File: src/rtl/fpu_pkg.sv
// -----------------------------------------------------------------------------
// fpu_pkg
// Shared definitions for the FPU command sequencer:
//   - opcode encoding (OP_FCLASS .. OP_SQRT)
//   - sequencer FSM state encodings (IDLE / ISSUE / WAIT)
//   - default exception flag width and the last legal opcode value
// The width-parametrised command/result entry structs live in the top module
// because their field widths follow that module's parameters.
// -----------------------------------------------------------------------------
package fpu_pkg;

  // Exception flag vector width, ordered {NV, DZ, OF, UF, NX}.
  localparam int EXC_W = 5;

  typedef enum logic [3:0] {
    OP_FCLASS = 4'd0,
    OP_SINJ   = 4'd1,
    OP_CMP    = 4'd2,
    OP_MINMAX = 4'd3,
    OP_I2F    = 4'd4,
    OP_F2I    = 4'd5,
    OP_ADDSUB = 4'd6,
    OP_MUL    = 4'd7,
    OP_FMA    = 4'd8,
    OP_DIV    = 4'd9,
    OP_SQRT   = 4'd10
  } fpu_op_e;

  // Highest opcode the datapath implements; anything above is illegal.
  localparam int OP_LAST = 10;

  // Sequencer FSM encodings.
  localparam logic [1:0] ST_IDLE  = 2'd0;
  localparam logic [1:0] ST_ISSUE = 2'd1;
  localparam logic [1:0] ST_WAIT  = 2'd2;

endpackage : fpu_pkg

File: src/rtl/fpu_sync_fifo.sv
// -----------------------------------------------------------------------------
// fpu_sync_fifo
// Single-clock FIFO with register storage. Pointers carry one extra wrap bit so
// full/empty are told apart by comparing the MSBs. Storage is cleared on reset
// so the head word reads as zero until something is written.
// Ports:
//   clk, rst        clock, asynchronous active-high reset
//   wr_en, wr_data  write request; ignored while full
//   rd_en           pop request; ignored while empty
//   rd_data         head entry (valid while !empty)
//   full, empty     status from the registered pointers
//   count           number of stored entries
// -----------------------------------------------------------------------------
module fpu_sync_fifo #(
  parameter int WIDTH = 8,
  parameter int DEPTH = 4
) (
  input  logic                     clk,
  input  logic                     rst,
  input  logic                     wr_en,
  input  logic [WIDTH-1:0]         wr_data,
  input  logic                     rd_en,
  output logic [WIDTH-1:0]         rd_data,
  output logic                     full,
  output logic                     empty,
  output logic [$clog2(DEPTH):0]   count
);

  localparam int AW = $clog2(DEPTH);

  logic [WIDTH-1:0] mem [DEPTH];
  logic [AW:0]      wr_ptr;
  logic [AW:0]      rd_ptr;
  logic             do_wr;
  logic             do_rd;

  assign full    = (wr_ptr[AW] != rd_ptr[AW]) && (wr_ptr[AW-1:0] == rd_ptr[AW-1:0]);
  assign empty   = (wr_ptr == rd_ptr);
  assign count   = wr_ptr - rd_ptr;
  assign do_wr   = wr_en && !full;
  assign do_rd   = rd_en && !empty;
  assign rd_data = mem[rd_ptr[AW-1:0]];

  // Pointer and storage update; write and pop in one cycle both take effect.
  always_ff @(posedge clk or posedge rst) begin
    if (rst) begin
      wr_ptr <= {(AW+1){1'b0}};
      rd_ptr <= {(AW+1){1'b0}};
      for (int i = 0; i < DEPTH; i++) begin
        mem[i] <= {WIDTH{1'b0}};
      end
    end else begin
      if (do_wr) begin
        mem[wr_ptr[AW-1:0]] <= wr_data;
        wr_ptr              <= wr_ptr + {{AW{1'b0}}, 1'b1};
      end
      if (do_rd) begin
        rd_ptr <= rd_ptr + {{AW{1'b0}}, 1'b1};
      end
    end
  end

endmodule : fpu_sync_fifo

File: src/rtl/fpu_cmd_sequencer.sv
// -----------------------------------------------------------------------------
// fpu_cmd_sequencer
// Sits between the register front end and the FPU datapath. Commands are
// queued in a command FIFO and issued one at a time; each produces exactly one
// entry in a result FIFO (FPU result, illegal-op marker or watchdog abort).
// Ports:
//   clk, rst                      clock, asynchronous active-high reset
//   cmd_valid/cmd_ready           command handshake (ready = command FIFO not full)
//   cmd_op/sub/rm/a/b/c           command fields
//   fpu_req_valid/fpu_req_ready   issue handshake to the FPU
//   fpu_op/sub/rm/a/b/c           head command fields, stable while issuing
//   fpu_rsp_valid/data/exc        FPU response
//   res_valid/res_pop             result FIFO head present / pop
//   res_data, res_status          head result, status = {timeout, illegal, exc}
//   flags, flags_clr              sticky OR of result exceptions / clear
//   busy                          FSM active or commands still queued
// -----------------------------------------------------------------------------
module fpu_cmd_sequencer #(
  parameter int DATA_W    = 32,
  parameter int CMD_DEPTH = 4,
  parameter int RES_DEPTH = 4,
  parameter int OP_W      = 4,
  parameter int EXC_W     = 5,
  parameter int TIMEOUT   = 64
) (
  input  logic              clk,
  input  logic              rst,
  input  logic              cmd_valid,
  output logic              cmd_ready,
  input  logic [OP_W-1:0]   cmd_op,
  input  logic [1:0]        cmd_sub,
  input  logic [2:0]        cmd_rm,
  input  logic [DATA_W-1:0] cmd_a,
  input  logic [DATA_W-1:0] cmd_b,
  input  logic [DATA_W-1:0] cmd_c,
  output logic              fpu_req_valid,
  input  logic              fpu_req_ready,
  output logic [OP_W-1:0]   fpu_op,
  output logic [1:0]        fpu_sub,
  output logic [2:0]        fpu_rm,
  output logic [DATA_W-1:0] fpu_a,
  output logic [DATA_W-1:0] fpu_b,
  output logic [DATA_W-1:0] fpu_c,
  input  logic              fpu_rsp_valid,
  input  logic [DATA_W-1:0] fpu_rsp_data,
  input  logic [EXC_W-1:0]  fpu_rsp_exc,
  output logic              res_valid,
  input  logic              res_pop,
  output logic [DATA_W-1:0] res_data,
  output logic [EXC_W+1:0]  res_status,
  output logic [EXC_W-1:0]  flags,
  input  logic              flags_clr,
  output logic              busy
);

  import fpu_pkg::OP_SINJ;
  import fpu_pkg::OP_CMP;
  import fpu_pkg::OP_LAST;
  import fpu_pkg::ST_IDLE;
  import fpu_pkg::ST_ISSUE;
  import fpu_pkg::ST_WAIT;

  typedef struct packed {
    logic [OP_W-1:0]   op;
    logic [1:0]        sub;
    logic [2:0]        rm;
    logic [DATA_W-1:0] a;
    logic [DATA_W-1:0] b;
    logic [DATA_W-1:0] c;
  } cmd_t;

  typedef struct packed {
    logic              timeout;
    logic              illegal;
    logic [EXC_W-1:0]  exc;
    logic [DATA_W-1:0] data;
  } res_t;

  localparam int CMD_W = $bits(cmd_t);
  localparam int RES_W = $bits(res_t);
  localparam int WD_W  = (TIMEOUT > 1) ? $clog2(TIMEOUT) : 1;

  // Illegal: opcode beyond the datapath, or sign-inject/compare with sub-op 3.
  function automatic logic is_illegal(input logic [OP_W-1:0] op, input logic [1:0] sub);
    logic sub_checked;
    sub_checked = (op == OP_W'(OP_SINJ)) || (op == OP_W'(OP_CMP));
    return (op > OP_W'(OP_LAST)) || (sub_checked && (sub == 2'b11));
  endfunction

  cmd_t                       cmd_in;
  cmd_t                       cmd_head;
  logic                       cmd_full;
  logic                       cmd_empty;
  logic [$clog2(CMD_DEPTH):0] cmd_count;
  logic                       cmd_pop;

  res_t                       res_wdata;
  res_t                       res_head;
  logic                       res_full;
  logic                       res_empty;
  logic [$clog2(RES_DEPTH):0] res_count;
  logic                       res_push;
  logic [EXC_W-1:0]           res_exc;

  logic [1:0]                 state;
  logic [1:0]                 next_state;
  logic [WD_W-1:0]            wdog;
  logic                       wdog_clr;
  logic                       wdog_inc;
  logic                       can_start;
  logic                       head_illegal;
  logic                       issuing;
  logic                       unused_res_count;

  assign cmd_in = {cmd_op, cmd_sub, cmd_rm, cmd_a, cmd_b, cmd_c};

  fpu_sync_fifo #(
    .WIDTH (CMD_W),
    .DEPTH (CMD_DEPTH)
  ) u_cmd_fifo (
    .clk     (clk),
    .rst     (rst),
    .wr_en   (cmd_valid),
    .wr_data (cmd_in),
    .rd_en   (cmd_pop),
    .rd_data (cmd_head),
    .full    (cmd_full),
    .empty   (cmd_empty),
    .count   (cmd_count)
  );

  fpu_sync_fifo #(
    .WIDTH (RES_W),
    .DEPTH (RES_DEPTH)
  ) u_res_fifo (
    .clk     (clk),
    .rst     (rst),
    .wr_en   (res_push),
    .wr_data (res_wdata),
    .rd_en   (res_pop),
    .rd_data (res_head),
    .full    (res_full),
    .empty   (res_empty),
    .count   (res_count)
  );

  assign unused_res_count = ^res_count;

  assign cmd_ready  = !cmd_full;
  assign fpu_op     = cmd_head.op;
  assign fpu_sub    = cmd_head.sub;
  assign fpu_rm     = cmd_head.rm;
  assign fpu_a      = cmd_head.a;
  assign fpu_b      = cmd_head.b;
  assign fpu_c      = cmd_head.c;
  assign res_valid  = !res_empty;
  assign res_data   = res_head.data;
  assign res_status = {res_head.timeout, res_head.illegal, res_head.exc};
  assign busy       = (state != ST_IDLE) || (cmd_count != {($clog2(CMD_DEPTH)+1){1'b0}});

  // Only the FSM writes results, so checking for room before issue guarantees
  // the slot is still free when the command completes.
  assign can_start    = !cmd_empty && !res_full;
  assign head_illegal = is_illegal(cmd_head.op, cmd_head.sub);
  assign res_exc      = res_push ? res_wdata.exc : {EXC_W{1'b0}};

  // Next-state, issue strobe and result-write decode.
  // A legal head is offered straight from IDLE so a push reaches the FPU on the
  // following cycle; ISSUE only holds the request while the FPU stalls.
  always_comb begin
    next_state    = state;
    cmd_pop       = 1'b0;
    res_push      = 1'b0;
    res_wdata     = '{timeout: 1'b0, illegal: 1'b0, exc: {EXC_W{1'b0}}, data: {DATA_W{1'b0}}};
    wdog_clr      = 1'b0;
    wdog_inc      = 1'b0;
    issuing       = 1'b0;
    fpu_req_valid = 1'b0;

    case (state)
      ST_IDLE: begin
        if (can_start && head_illegal) begin
          res_push          = 1'b1;
          res_wdata.illegal = 1'b1;
          cmd_pop           = 1'b1;
        end else if (can_start) begin
          issuing = 1'b1;
        end else begin
          next_state = ST_IDLE;
        end
      end
      ST_ISSUE: begin
        issuing = 1'b1;
      end
      ST_WAIT: begin
        if (fpu_rsp_valid) begin
          res_push       = 1'b1;
          res_wdata.data = fpu_rsp_data;
          res_wdata.exc  = fpu_rsp_exc;
          cmd_pop        = 1'b1;
          next_state     = ST_IDLE;
        end else if (wdog == WD_W'(TIMEOUT - 1)) begin
          res_push          = 1'b1;
          res_wdata.timeout = 1'b1;
          cmd_pop           = 1'b1;
          next_state        = ST_IDLE;
        end else begin
          wdog_inc = 1'b1;
        end
      end
      default: begin
        next_state = ST_IDLE;
      end
    endcase

    if (issuing) begin
      fpu_req_valid = 1'b1;
      if (!fpu_req_ready) begin
        next_state = ST_ISSUE;
      end else if (fpu_rsp_valid) begin
        res_push       = 1'b1;
        res_wdata.data = fpu_rsp_data;
        res_wdata.exc  = fpu_rsp_exc;
        cmd_pop        = 1'b1;
        next_state     = ST_IDLE;
      end else begin
        wdog_clr   = 1'b1;
        next_state = ST_WAIT;
      end
    end else begin
      fpu_req_valid = 1'b0;
    end
  end

  // FSM state register.
  always_ff @(posedge clk or posedge rst) begin
    if (rst) begin
      state <= ST_IDLE;
    end else begin
      state <= next_state;
    end
  end

  // Watchdog: counts cycles spent in WAIT.
  always_ff @(posedge clk or posedge rst) begin
    if (rst) begin
      wdog <= {WD_W{1'b0}};
    end else if (wdog_clr) begin
      wdog <= {WD_W{1'b0}};
    end else if (wdog_inc) begin
      wdog <= wdog + {{(WD_W-1){1'b0}}, 1'b1};
    end else begin
      wdog <= wdog;
    end
  end

  // Sticky exception flags; a result written in the clear cycle still sets.
  always_ff @(posedge clk or posedge rst) begin
    if (rst) begin
      flags <= {EXC_W{1'b0}};
    end else if (flags_clr) begin
      flags <= res_exc;
    end else begin
      flags <= flags | res_exc;
    end
  end

endmodule : fpu_cmd_sequencer

File: config.mk
export PLATFORM = sky130hd
export DESIGN_NAME = fpu_cmd_sequencer
export DESIGN_NICKNAME = d
export VERILOG_FILES = /design/src/rtl/fpu_pkg.sv /design/src/rtl/fpu_sync_fifo.sv /design/src/rtl/fpu_cmd_sequencer.sv
export SDC_FILE = /design/constraint.sdc
export NUM_CORES = 1
export LEC_CHECK = 0
export ABC_AREA = 1
export CAP_MARGIN = 30
export CORE_MARGIN = 4
export CORE_UTILIZATION = 40
export DETAILED_ROUTE_END_ITERATION = 12
export HOLD_SLACK_MARGIN = 0.1
export PLACE_DENSITY_LB_ADDON = 0.2
export SYNTH_ARGS = -nofsm -noshare
export SYNTH_HDL_FRONTEND = slang
export SYNTH_SLANG_ARGS = --single-unit
File: constraint.sdc
create_clock -name clk -period 27 [get_ports clk]
set_input_delay 4.05 -clock clk [delete_from_list [all_inputs] [get_ports clk]]
set_output_delay 4.05 -clock clk [all_outputs]
set_load 0.01 [all_outputs]
==> qor.csv, run 1 <==
stage,metric,value,unit
logic_synthesis,Yosys top cell by area,dfrtp_1,
clock_network,CTS Root Cell,clkbuf_16,
setup_path,"critical path fanouts, max",57,
floorplan,initial cell density of the core,40.3,%
power_and_ir_drop,worst-case vdd ir drop,0.0000858,V
placement,input/output buffers,301,
floorplan,die width,273,um
grt,first-pass GRT wire length,127000,um
placement,Detailed Place HPWL,46400,um
timing,Worst Skew,15.9,ps
logic_synthesis,number of distinct library cells after synthesis,29,
hold_path,type of the tightest min-delay check,register to register,
clock_network,TritonCTS clock tree,yes,
detailed_routing,1st-pass router iterations,5,
setup_path,Worst path max stage delay,740,ps
setup_path,"slowest stage cell, crit path",dfrtp_2,
cells_and_area,share of layout cells above drive strength 1,19.2,%
timing,worst hold slack,464,ps
power_and_ir_drop,Pwr Density,142,mW/mm2
setup_path,CP Class,register to primary output,
floorplan,Die Span Y,273,um
grt,GRT Overall Usage,21.3,%
floorplan,num rows,97,
setup_path,nature of the critical path endpoint,primary output,
logic_synthesis,Mapped Avg Cell Area,10.0,um2
logic_synthesis,synthesis-stage register bit count,601,
detailed_routing,Routed WL,80900,um
detailed_routing,DR vias,22100,
setup_path,arrival time at the worst endpoint,4410,ps
power_and_ir_drop,Pwr Total,4870,uW
floorplan,die area,0.0747,mm2
timing,Slew Limit Fails,0,
logic_synthesis,cell count after synthesis,2814,
clock_network,Setup Buffers After CTS,0,
logic_synthesis,Post-Syn Area,0.0282,mm2
cells_and_area,Final Non-Filler Cells,4002,
detailed_routing,WL/cell,20.2,um
timing,final hold vios,0,
clock_network,cts hold-fix bufs,0,
cells_and_area,fin nets,3164,
logic_synthesis,syn nets,2977,
placement,routability cong.,0.795,
clock_network,clock sink total,601,
timing,Final period util,31.3,%
setup_path,CP Launch Type,register,
detailed_routing,post-route ant nets,0,
timing,Final setup violation count,0,
floorplan,IO Count,302,
status,outcome,finished clean,
logic_synthesis,Ys Warns,0,
timing,Worst Tran Pin Value,1030,ps
grt,maximum number of pins on one net before global-route repair,176,
timing,Tmin final,8460,ps
clock_network,post-CTS sizing,0,
logic_synthesis,sequential share of the synthesized area,53.4,%
clock_network,Clock Tree Buf Depth,3,
logic_synthesis,largest cells by area after synthesis,"dfrtp_1, mux2_2, nand2_1, o21ai_0, nor2_1",
cells_and_area,area delta synth->final,21.4,%
setup_path,"Cell Chain, Critical Path",buf_4 > xor2_1 > nor2_1 > nand2_4 > nand2_1 > nor2_1 > nand3_2 > nand2_2 > buf_4 > clkdlybuf4s50_1,
timing,setup_tns,0,ps
placement,Placed Instances,3865,
flow_run,max-cap viol count,0,
grt,number of global-route vias before repair,22600,
setup_path,Worst EP required,22950,ps
detailed_routing,DR vias/cell,5.52,
clock_network,Clock transition at path regs,60,ps
timing,Fmax,118,MHz
floorplan,core area,0.0699,mm2
power_and_ir_drop,Leak,0.0150,uW
setup_path,Worst Path Buf+Inv,3,
detailed_routing,initial drt markers,1566,
clock_network,H-tree Lvls,3,
clock_network,clock latency at the later pin of the worst-skew pair,600,ps
timing,RSZ-0062 raised after global routing,false,
timing,Slew headroom,31.6,%
detailed_routing,DRC viols,0,
grt,initial antenna violation count,13,
setup_path,Crit path max-delay family,buffers and inverters,
grt,grt total ovfl,0,
logic_synthesis,Yosys top cell area share,53.4,%
clock_network,Num CTS Buffers,71,
layout by cell type (no fill, tap or decap), types with 2 or more instances in the layout:
| master | count |
|---|---|
| dfrtp_4 | 2 |
| mux2_2 | 414 |
| clkbuf_8 | 15 |
| inv_2 | 2 |
| nand3_2 | 3 |
| nand2_1 | 488 |
| clkbuf_16 | 72 |
| nor2_4 | 4 |
| o211ai_2 | 2 |
| clkinv_2 | 8 |
| nand4_1 | 158 |
| nor2_2 | 2 |
| clkbuf_1 | 18 |
| buf_16 | 7 |
| clkinv_8 | 3 |
| o21ai_1 | 2 |
| nand2_4 | 2 |
| xnor2_1 | 5 |
| nor2_1 | 290 |
| dfrtp_1 | 598 |
| diode_2 | 10 |
| a21oi_1 | 37 |
| nor3_1 | 3 |
| nand3_1 | 62 |
| buf_12 | 3 |
| clkdlybuf4s50_1 | 300 |
| bufinv_16 | 4 |
| buf_4 | 33 |
| o21ai_0 | 295 |
| xor2_1 | 9 |
| ha_1 | 13 |
| inv_6 | 3 |
| o22ai_1 | 138 |
| inv_1 | 47 |
final cells by class:
cell class                 count  area (um2)
antenna                       10        25.0
clock buffer                 105        2080
clock inverter                19         254
fill                        6361       35700
inverter                      52         208
multi-input combinational   1931       11900
sequential                   601       15000
tap                          940        1180
timing repair buffer         344        3510
worst paths after layout:
check                                                       from  cells after the start  slack, ps                             end
worst max register to register  u_res_fifo.rd_ptr[0]$_DFFE_PP0P_                     16      21030  u_res_fifo.mem[28]$_DFFE_PP0P_
worst min-delay path              u_res_fifo.mem[90]$_DFFE_PP0P_                      2        460  u_res_fifo.mem[90]$_DFFE_PP0P_
min in group asynchronous                                    rst                      2       3720   u_cmd_fifo.mem[7]$_DFFE_PP0P_
max in group asynchronous                                    rst                      5      20800  u_cmd_fifo.mem[90]$_DFFE_PP0P_
worst max-delay path            u_res_fifo.rd_ptr[0]$_DFFE_PP0P_                     10      18540                   fpu_req_valid
worst min register to register    u_res_fifo.mem[90]$_DFFE_PP0P_                      2        460  u_res_fifo.mem[90]$_DFFE_PP0P_
registers in the layout, indices dropped and copies added (netlist names):
name / flops
u_res_fifo.mem: 156
u_res_fifo.rd_ptr: 3
u_cmd_fifo.mem: 420
u_cmd_fifo.wr_ptr: 3
state: 2
flags: 5
wdog: 6
u_cmd_fifo.rd_ptr: 3
u_res_fifo.wr_ptr: 3
worst min-delay path: cells and delay by family (launching register included):
family	cells	cell delay, ps
flops	1	330
simple gates	2	100
synth_stat cells:
cell and n:
inv_1 48, nand3b_1 1, xor2_1 9, clkbuf_1 133
nand2_1 489, o21ai_2 1, nor2_2 4, buf_6 13
buf_4 6, fa_1 1, buf_2 61, o21ai_0 295
a21oi_1 37, xnor2_1 5, nand4_1 158, o21ai_1 2
nand2_2 2, o22ai_1 138, dfrtp_1 601, nor3_1 3
nand3_1 62, nand3_2 3, ha_1 13, inv_2 2
clkinv_1 2, mux2_2 414, o211ai_2 2, buf_1 17
nor2_1 292
report_power, final:
group	internal (uW)	switching [uW]	total [uW]
clock	572	379	951
sequential	1330	229	1560
combinational	1030	1330	2350
stage by stage:
stage	util [%]	cell area [um2]	setup WS (ps)
floorplan	-	28200	6130
global placement	45.2	31600	18930
detailed placement	45.4	31800	19150
CTS	48.8	34100	18560
global route	48.9	34200	18270
finish	48.9	34200	18540
kinds of logic (layout without fill, tap and decap cells):
logic type                 after synthesis  in the layout  share of synthesized area, %
AOI/OAI and AO/OA                      475            475                          9.12
xor gates and xnor gates                14             14                         0.436
adders and majority gates               14             14                         0.649
buffers and inverters                  282            520                          4.46
DFF                                    601            601                          53.4
muxes                                  414            414                          16.6
other                                    0             10                             0
and+or+nand+nor                       1014           1014                          15.3
layer usage:
metal  up-vias  wire [um]  track usage (%)
met5         -         35                0
met1     11100      33900             27.2
met2       665      39300             35.5
met3       169       4640             4.31
li1      10100          -                -
met4         6       3090             9.09
(Power assumes the default switching activity.)
==> run 2, diff against run 1 <==
clock period = 8.3 ns   (was 27 ns; I/O delays follow)
==> run 2 against run 1 <==
  * Global-route usage barely moved
  * Power rose to 3.2 times the previous value
  * Clock skew rose by 10 ps
  * Flip-flop and latch count did not move
  * Die area did not move
  * Highest routed layer unchanged
==> qor.csv, run 2 (synthesis results as in run 1) <==
stage,metric,value,unit
floorplan,IO Count,302,
placement,routability cong.,0.782,
cells_and_area,max reg flops,420,
setup_path,CP Class,register to primary output,
timing,Tmin final,5390,ps
clock_network,H-tree Lvls,3,
cells_and_area,"commonest non-fill, non-tap cell in the layout",dfrtp_1,
setup_path,Worst Path Buf+Inv,3,
timing,Final setup violation count,0,
clock_network,clock sink total,601,
grt,initial antenna violation count,10,
floorplan,core area,0.0699,mm2
setup_path,CP Launch Type,register,
floorplan,die width,273,um
cells_and_area,most frequent cells in the layout,"dfrtp_1, nand2_1, mux2_2, clkdlybuf4s50_1, o21ai_0",
floorplan,num rows,97,
cells_and_area,fin nets,3163,
timing,RSZ-0062 raised after global routing,false,
timing,Fmax,186,MHz
clock_network,CTS Root Cell,clkbuf_16,
timing,PnR worst setup slack,2910,ps
floorplan,Die Span Y,273,um
detailed_routing,DR vias/cell,5.50,
cells_and_area,multi-input logic area,0.0119,mm2
cells_and_area,Final Non-Filler Cells,3991,
setup_path,nature of the critical path endpoint,primary output,
timing,worst hold slack,466,ps
floorplan,die area,0.0747,mm2
detailed_routing,1st-pass router iterations,6,
timing,final hold vios,0,
detailed_routing,met3 WL,4950,um
grt,grt total ovfl,0,
detailed_routing,Metal-1 WL,33700,um
setup_path,"critical path fanouts, max",42,
timing,Worst Tran Pin Value,1180,ps
cells_and_area,Reg with most FFs,u_cmd_fifo.mem,
detailed_routing,Routed WL,81100,um
clock_network,clock latency at the later pin of the worst-skew pair,610,ps
grt,GRT Overall Usage,21.3,%
grt,number of global-route vias before repair,22600,
timing,setup_tns,0,ps
clock_network,Clock Tree Buf Depth,3,
placement,Placed Instances,3866,
placement,input/output buffers,301,
clock_network,Setup Buffers After CTS,0,
setup_path,"Cell Chain, Critical Path",inv_2 > ha_1 > nand3_1 > nand2_1 > nor2_1 > nand3_2 > nand2_2 > buf_4 > clkdlybuf4s50_1,
detailed_routing,DR vias,22000,
timing,Slew Limit Fails,0,
cells_and_area,fill count,6406,
power_and_ir_drop,Leak,0.0149,uW
detailed_routing,post-route ant nets,0,
setup_path,"slowest stage cell, crit path",inv_2,
clock_network,Num CTS Buffers,69,
detailed_routing,WL/cell,20.3,um
placement,dpl ws,3470,ps
cells_and_area,area delta synth->final,20.9,%
detailed_routing,DRC viols,0,
setup_path,arrival time at the worst endpoint,4140,ps
setup_path,Worst EP required,7050,ps
placement,Detailed Place HPWL,46700,um
clock_network,cts hold-fix bufs,0,
setup_path,Crit path max-delay family,buffers and inverters,
cells_and_area,Largest regs,"u_cmd_fifo.mem: 420 flops, u_res_fifo.mem: 156 flops, wdog: 6 flops",
hold_path,type of the tightest min-delay check,register to register,
timing,Worst Skew,26.3,ps
clock_network,post-CTS sizing,0,
cells_and_area,register area,0.0150,mm2
grt,first-pass GRT wire length,128000,um
power_and_ir_drop,worst-case vdd ir drop,0.000271,V
timing,Slew headroom,21.6,%
clock_network,Clock transition at path regs,60,ps
cells_and_area,share of layout cells above drive strength 1,19.2,%
status,outcome,finished clean,
detailed_routing,initial drt markers,1599,
detailed_routing,wire length on met2,40300,um
power_and_ir_drop,Pwr Density,463,mW/mm2
clock_network,TritonCTS clock tree,yes,
setup_path,Worst path max stage delay,710,ps
flow_run,max-cap viol count,0,
grt,maximum number of pins on one net before global-route repair,183,
timing,Final period util,64.9,%
floorplan,initial cell density of the core,40.3,%
detailed_routing,top layer in use,met5,
==> run 2: layer usage <==
metal | global-route usage [%] | vias to the layer above
li1 | - | 10100
met1 | 26.8 | 11100
met2 | 36.3 | 616
met3 | 4.74 | 126
met4 | 7.35 | 8
met5 | 0 | -
==> run 2: power by group <==
part	total [uW]	switching, uW	internal [uW]	leakage, uW
Combinational	7660	4320	3350	0.00643
Sequential	5100	759	4340	0.00740
Clock	2980	1230	1750	0.00109
==> run 2: path summary, 6_finish.rpt <==
kind	start	end	slack [ps]	cells past startpoint
min in group asynchronous	rst	u_cmd_fifo.mem[119]$_DFFE_PP0P_	1010	3
min	u_res_fifo.mem[98]$_DFFE_PP0P_	u_res_fifo.mem[98]$_DFFE_PP0P_	470	2
max	u_cmd_fifo.rd_ptr[1]$_DFFE_PP0P_	fpu_req_valid	2910	9
max in group asynchronous	rst	u_cmd_fifo.mem[156]$_DFFE_PP0P_	5490	4
min reg2reg	u_res_fifo.mem[98]$_DFFE_PP0P_	u_res_fifo.mem[98]$_DFFE_PP0P_	470	2
max reg2reg	u_cmd_fifo.rd_ptr[1]$_DFFE_PP0P_	u_res_fifo.mem[48]$_DFFE_PP0P_	3540	14
==> run 2: tightest hold or removal path, cell delays in order, from the launching register on <==
cell	delay (ps)
dfrtp_1	330
nand2_1	50
nand2_1	50
==> run 2: stage by stage <==
stage | total power [uW] | utilization (%) | cell area [um2]
after floorplan | 9780 | - | 28200
after global placement | 12500 | 45.3 | 31700
after detailed placement | 12800 | 45.4 | 31700
after CTS | 15900 | 48.6 | 34000
after global routing | 16800 | 48.7 | 34000
final | 15700 | 48.7 | 34000
==> run 2: layout make-up <==
type | instances | area share [%]
Sequential cell | 601 | 44.2
Multi-Input combinational cell | 1931 | 34.9
Timing Repair Buffer | 345 | 10.2
Clock buffer | 99 | 5.90
Tap cell | 940 | 3.45
Clock inverter | 18 | 0.625
Inverter | 52 | 0.599
Antenna cell | 5 | 0.0368
==> run 3, diff against run 2 <==
clock period = 5.5 ns   (was 8.3 ns; I/O delays follow)
==> run 3 against run 2 <==
  * Flip-flop and latch count unchanged
  * Critical path depth unchanged
  * Global-route usage rose by 0.24 points
  * Clock skew shrank 5.3 ps
  * Register-to-register slack got worse by 2400 ps
  * Die area did not move
  * Via count rose by 0.59%
  * Sequential power increased by 51%
  * Wire length increased by 0.57%
  * Utilization rose by 0.17 points
  * Worst setup slack worse by 2300 ps
==> qor.csv, run 3 (synthesis results as in run 1) <==
stage,metric,value,unit
status,outcome,finished clean,
setup_path,"slowest stage cell, crit path",dfrtp_4,
power_and_ir_drop,Leak,0.0150,uW
setup_path,CP Depth,9,
cells_and_area,area delta synth->final,21.4,%
cells_and_area,fill count,6472,
grt,met3 usage,4.79,%
detailed_routing,WL/cell,20.4,um
setup_path,CP Launch Point,u_cmd_fifo.rd_ptr[1]$_DFFE_PP0P_,
cells_and_area,"commonest non-fill, non-tap cell in the layout",dfrtp_1,
clock_network,CTS Root Cell,clkbuf_16,
grt,maximum number of pins on one net before global-route repair,160,
power_and_ir_drop,worst-case vdd ir drop,0.000393,V
placement,Placed Instance Area,0.0318,mm2
timing,Final setup violation count,0,
grt,initial antenna violation count,8,
setup_path,"critical path fanouts, max",43,
grt,grt total ovfl,0,
setup_path,Worst Path Buf+Inv,3,
detailed_routing,Routed WL,81600,um
clock_network,H-tree Lvls,3,
setup_path,CP Class,register to primary output,
placement,input/output buffers,301,
timing,Fmax,203,MHz
setup_path,Reg-to-Reg End,u_res_fifo.mem[36]$_DFFE_PP0P_,
detailed_routing,DRC viols,0,
timing,setup_tns,0,ps
cells_and_area,share of layout cells above drive strength 1,19.3,%
grt,number of global-route vias before repair,22700,
floorplan,num rows,97,
grt,met2 Resource Use GR,36.2,%
setup_path,"Cell Chain, Critical Path",inv_2 > buf_4 > ha_1 > nand3_1 > nand2_1 > nor2_1 > nand3_2 > nand2_2 > clkdlybuf4s50_1,
setup_path,Worst EP required,4680,ps
floorplan,initial cell density of the core,40.3,%
cells_and_area,most frequent cells in the layout,"dfrtp_1, nand2_1, mux2_2, clkdlybuf4s50_1, o21ai_0",
power_and_ir_drop,combinational share of power,48.6,%
timing,Tmin final,4920,ps
setup_path,CP Launch Type,register,
clock_network,TritonCTS clock tree,yes,
setup_path,Crit path max-delay family,buffers and inverters,
floorplan,core area,0.0699,mm2
placement,Detailed Place HPWL,47800,um
setup_path,worst setup path endpoint,fpu_req_valid,
detailed_routing,initial drt markers,1544,
power_and_ir_drop,Flop pwr share,32.3,%
clock_network,Clock transition at path regs,60,ps
cells_and_area,Finished Cell Area,0.0342,mm2
detailed_routing,DR vias/cell,5.53,
timing,Final period util,89.4,%
grt,met1 Usage GRT,27.9,%
flow_run,max-cap viol count,0,
clock_network,clock sink total,601,
clock_network,cts hold-fix bufs,0,
timing,Worst Tran Pin Value,905,ps
clock_network,Setup Buffers After CTS,0,
detailed_routing,post-route ant nets,0,
placement,routability cong.,0.801,
timing,RSZ-0062 raised after global routing,false,
timing,Slew headroom,39.7,%
floorplan,die width,273,um
grt,first-pass GRT wire length,129000,um
cells_and_area,Reg with most FFs,u_cmd_fifo.mem,
power_and_ir_drop,clock power share,19.1,%
floorplan,die area,0.0747,mm2
clock_network,Clock Tree Buf Depth,3,
cells_and_area,multi-input logic area,0.0119,mm2
power_and_ir_drop,cell internal pwr,14300,uW
floorplan,IO Count,302,
clock_network,Num CTS Buffers,69,
setup_path,arrival time at the worst endpoint,4090,ps
cells_and_area,register area,0.0150,mm2
power_and_ir_drop,net switching fraction of the power,40.0,%
detailed_routing,1st-pass router iterations,5,
cells_and_area,fin nets,3169,
timing,final hold vios,0,
grt,GRT busiest layer,met2,
grt,GRT Overall Usage,21.5,%
setup_path,nature of the critical path endpoint,primary output,
timing,Worst Skew,21.0,ps
setup_path,Worst path max stage delay,700,ps
setup_path,FF-to-FF setup slack,1120,ps
detailed_routing,DR vias,22100,
setup_path,Register-to-Register Path Depth,14,
timing,Slew Limit Fails,0,
cells_and_area,Largest regs,"u_cmd_fifo.mem: 420 flops, u_res_fifo.mem: 156 flops, wdog: 6 flops",
power_and_ir_drop,Pwr Density,698,mW/mm2
cells_and_area,max reg flops,420,
power_and_ir_drop,P_sw,9530,uW
hold_path,type of the tightest min-delay check,register to register,
clock_network,clock latency at the later pin of the worst-skew pair,610,ps
clock_network,post-CTS sizing,0,
setup_path,reg2reg start,u_cmd_fifo.rd_ptr[1]$_DFFE_PP0P_,
floorplan,Die Span Y,273,um
-- run 3: cell type report --
cell class / instances / share of cell area [%]
Tap cell: 940 / 3.44
Clock buffer: 98 / 5.79
Inverter: 52 / 0.597
Timing Repair Buffer: 351 / 10.5
Multi-Input combinational cell: 1931 / 34.8
Clock inverter: 20 / 0.817
Antenna cell: 4 / 0.0293
Sequential cell: 601 / 44.0
-- run 3: routing by layer --
| metal | up-vias | part of all wire [%] |
|---|---|---|
| li1 | 10100 | - |
| met3 | 140 | 6.4 |
| met1 | 11200 | 42 |
| met4 | 10 | 2.5 |
| met5 | - | 0.090 |
| met2 | 639 | 49 |
-- run 3: power by group through the flow --
stage	combinational (uW)	sequential [uW]	clock [uW]
floorplan	7380	7380	0
global placement	11300	7640	0
detailed placement	11600	7760	0
CTS	11600	7700	4690
global route	12600	7960	4870
finish	11600	7710	4560
-- run 3: worst reg2reg max path, delay by kind of cell, from the launching register on --
family	cells	cell delay (ps)
flip-flops	1	700
adder cells (fa/ha/maj)	1	370
AND/OR/NAND/NOR	10	2180
buffers and inverters	3	1030
-- run 3: worst min path at each step --
stage | from | to | slack, ps | cells past startpoint
2_1_floorplan | u_res_fifo.mem[39]$_DFFE_PP0P_ | u_res_fifo.mem[39]$_DFFE_PP0P_ | 440 | 2
3_3_place_gp | u_res_fifo.mem[100]$_DFFE_PP0P_ | u_res_fifo.mem[100]$_DFFE_PP0P_ | 450 | 2
3_5_place_dp | u_res_fifo.mem[63]$_DFFE_PP0P_ | u_res_fifo.mem[63]$_DFFE_PP0P_ | 450 | 2
4_1_cts | u_res_fifo.mem[100]$_DFFE_PP0P_ | u_res_fifo.mem[100]$_DFFE_PP0P_ | 470 | 2
5_1_grt | u_res_fifo.mem[69]$_DFFE_PP0P_ | u_res_fifo.mem[69]$_DFFE_PP0P_ | 480 | 2
6_report | u_res_fifo.mem[101]$_DFFE_PP0P_ | u_res_fifo.mem[101]$_DFFE_PP0P_ | 460 | 2
-- run 3: metrics by stage --
stage	hold WS, ps	power [uW]	setup slack, ps	util, %	cells
2_1_floorplan	437	14800	-3520	-	2814
3_3_place_gp	448	19000	1200	45.4	3868
3_5_place_dp	454	19400	1090	45.5	3872
4_1_cts	468	24000	523	48.7	3990
5_1_grt	480	25500	311	48.9	3995
6_report	465	23900	584	48.9	3997
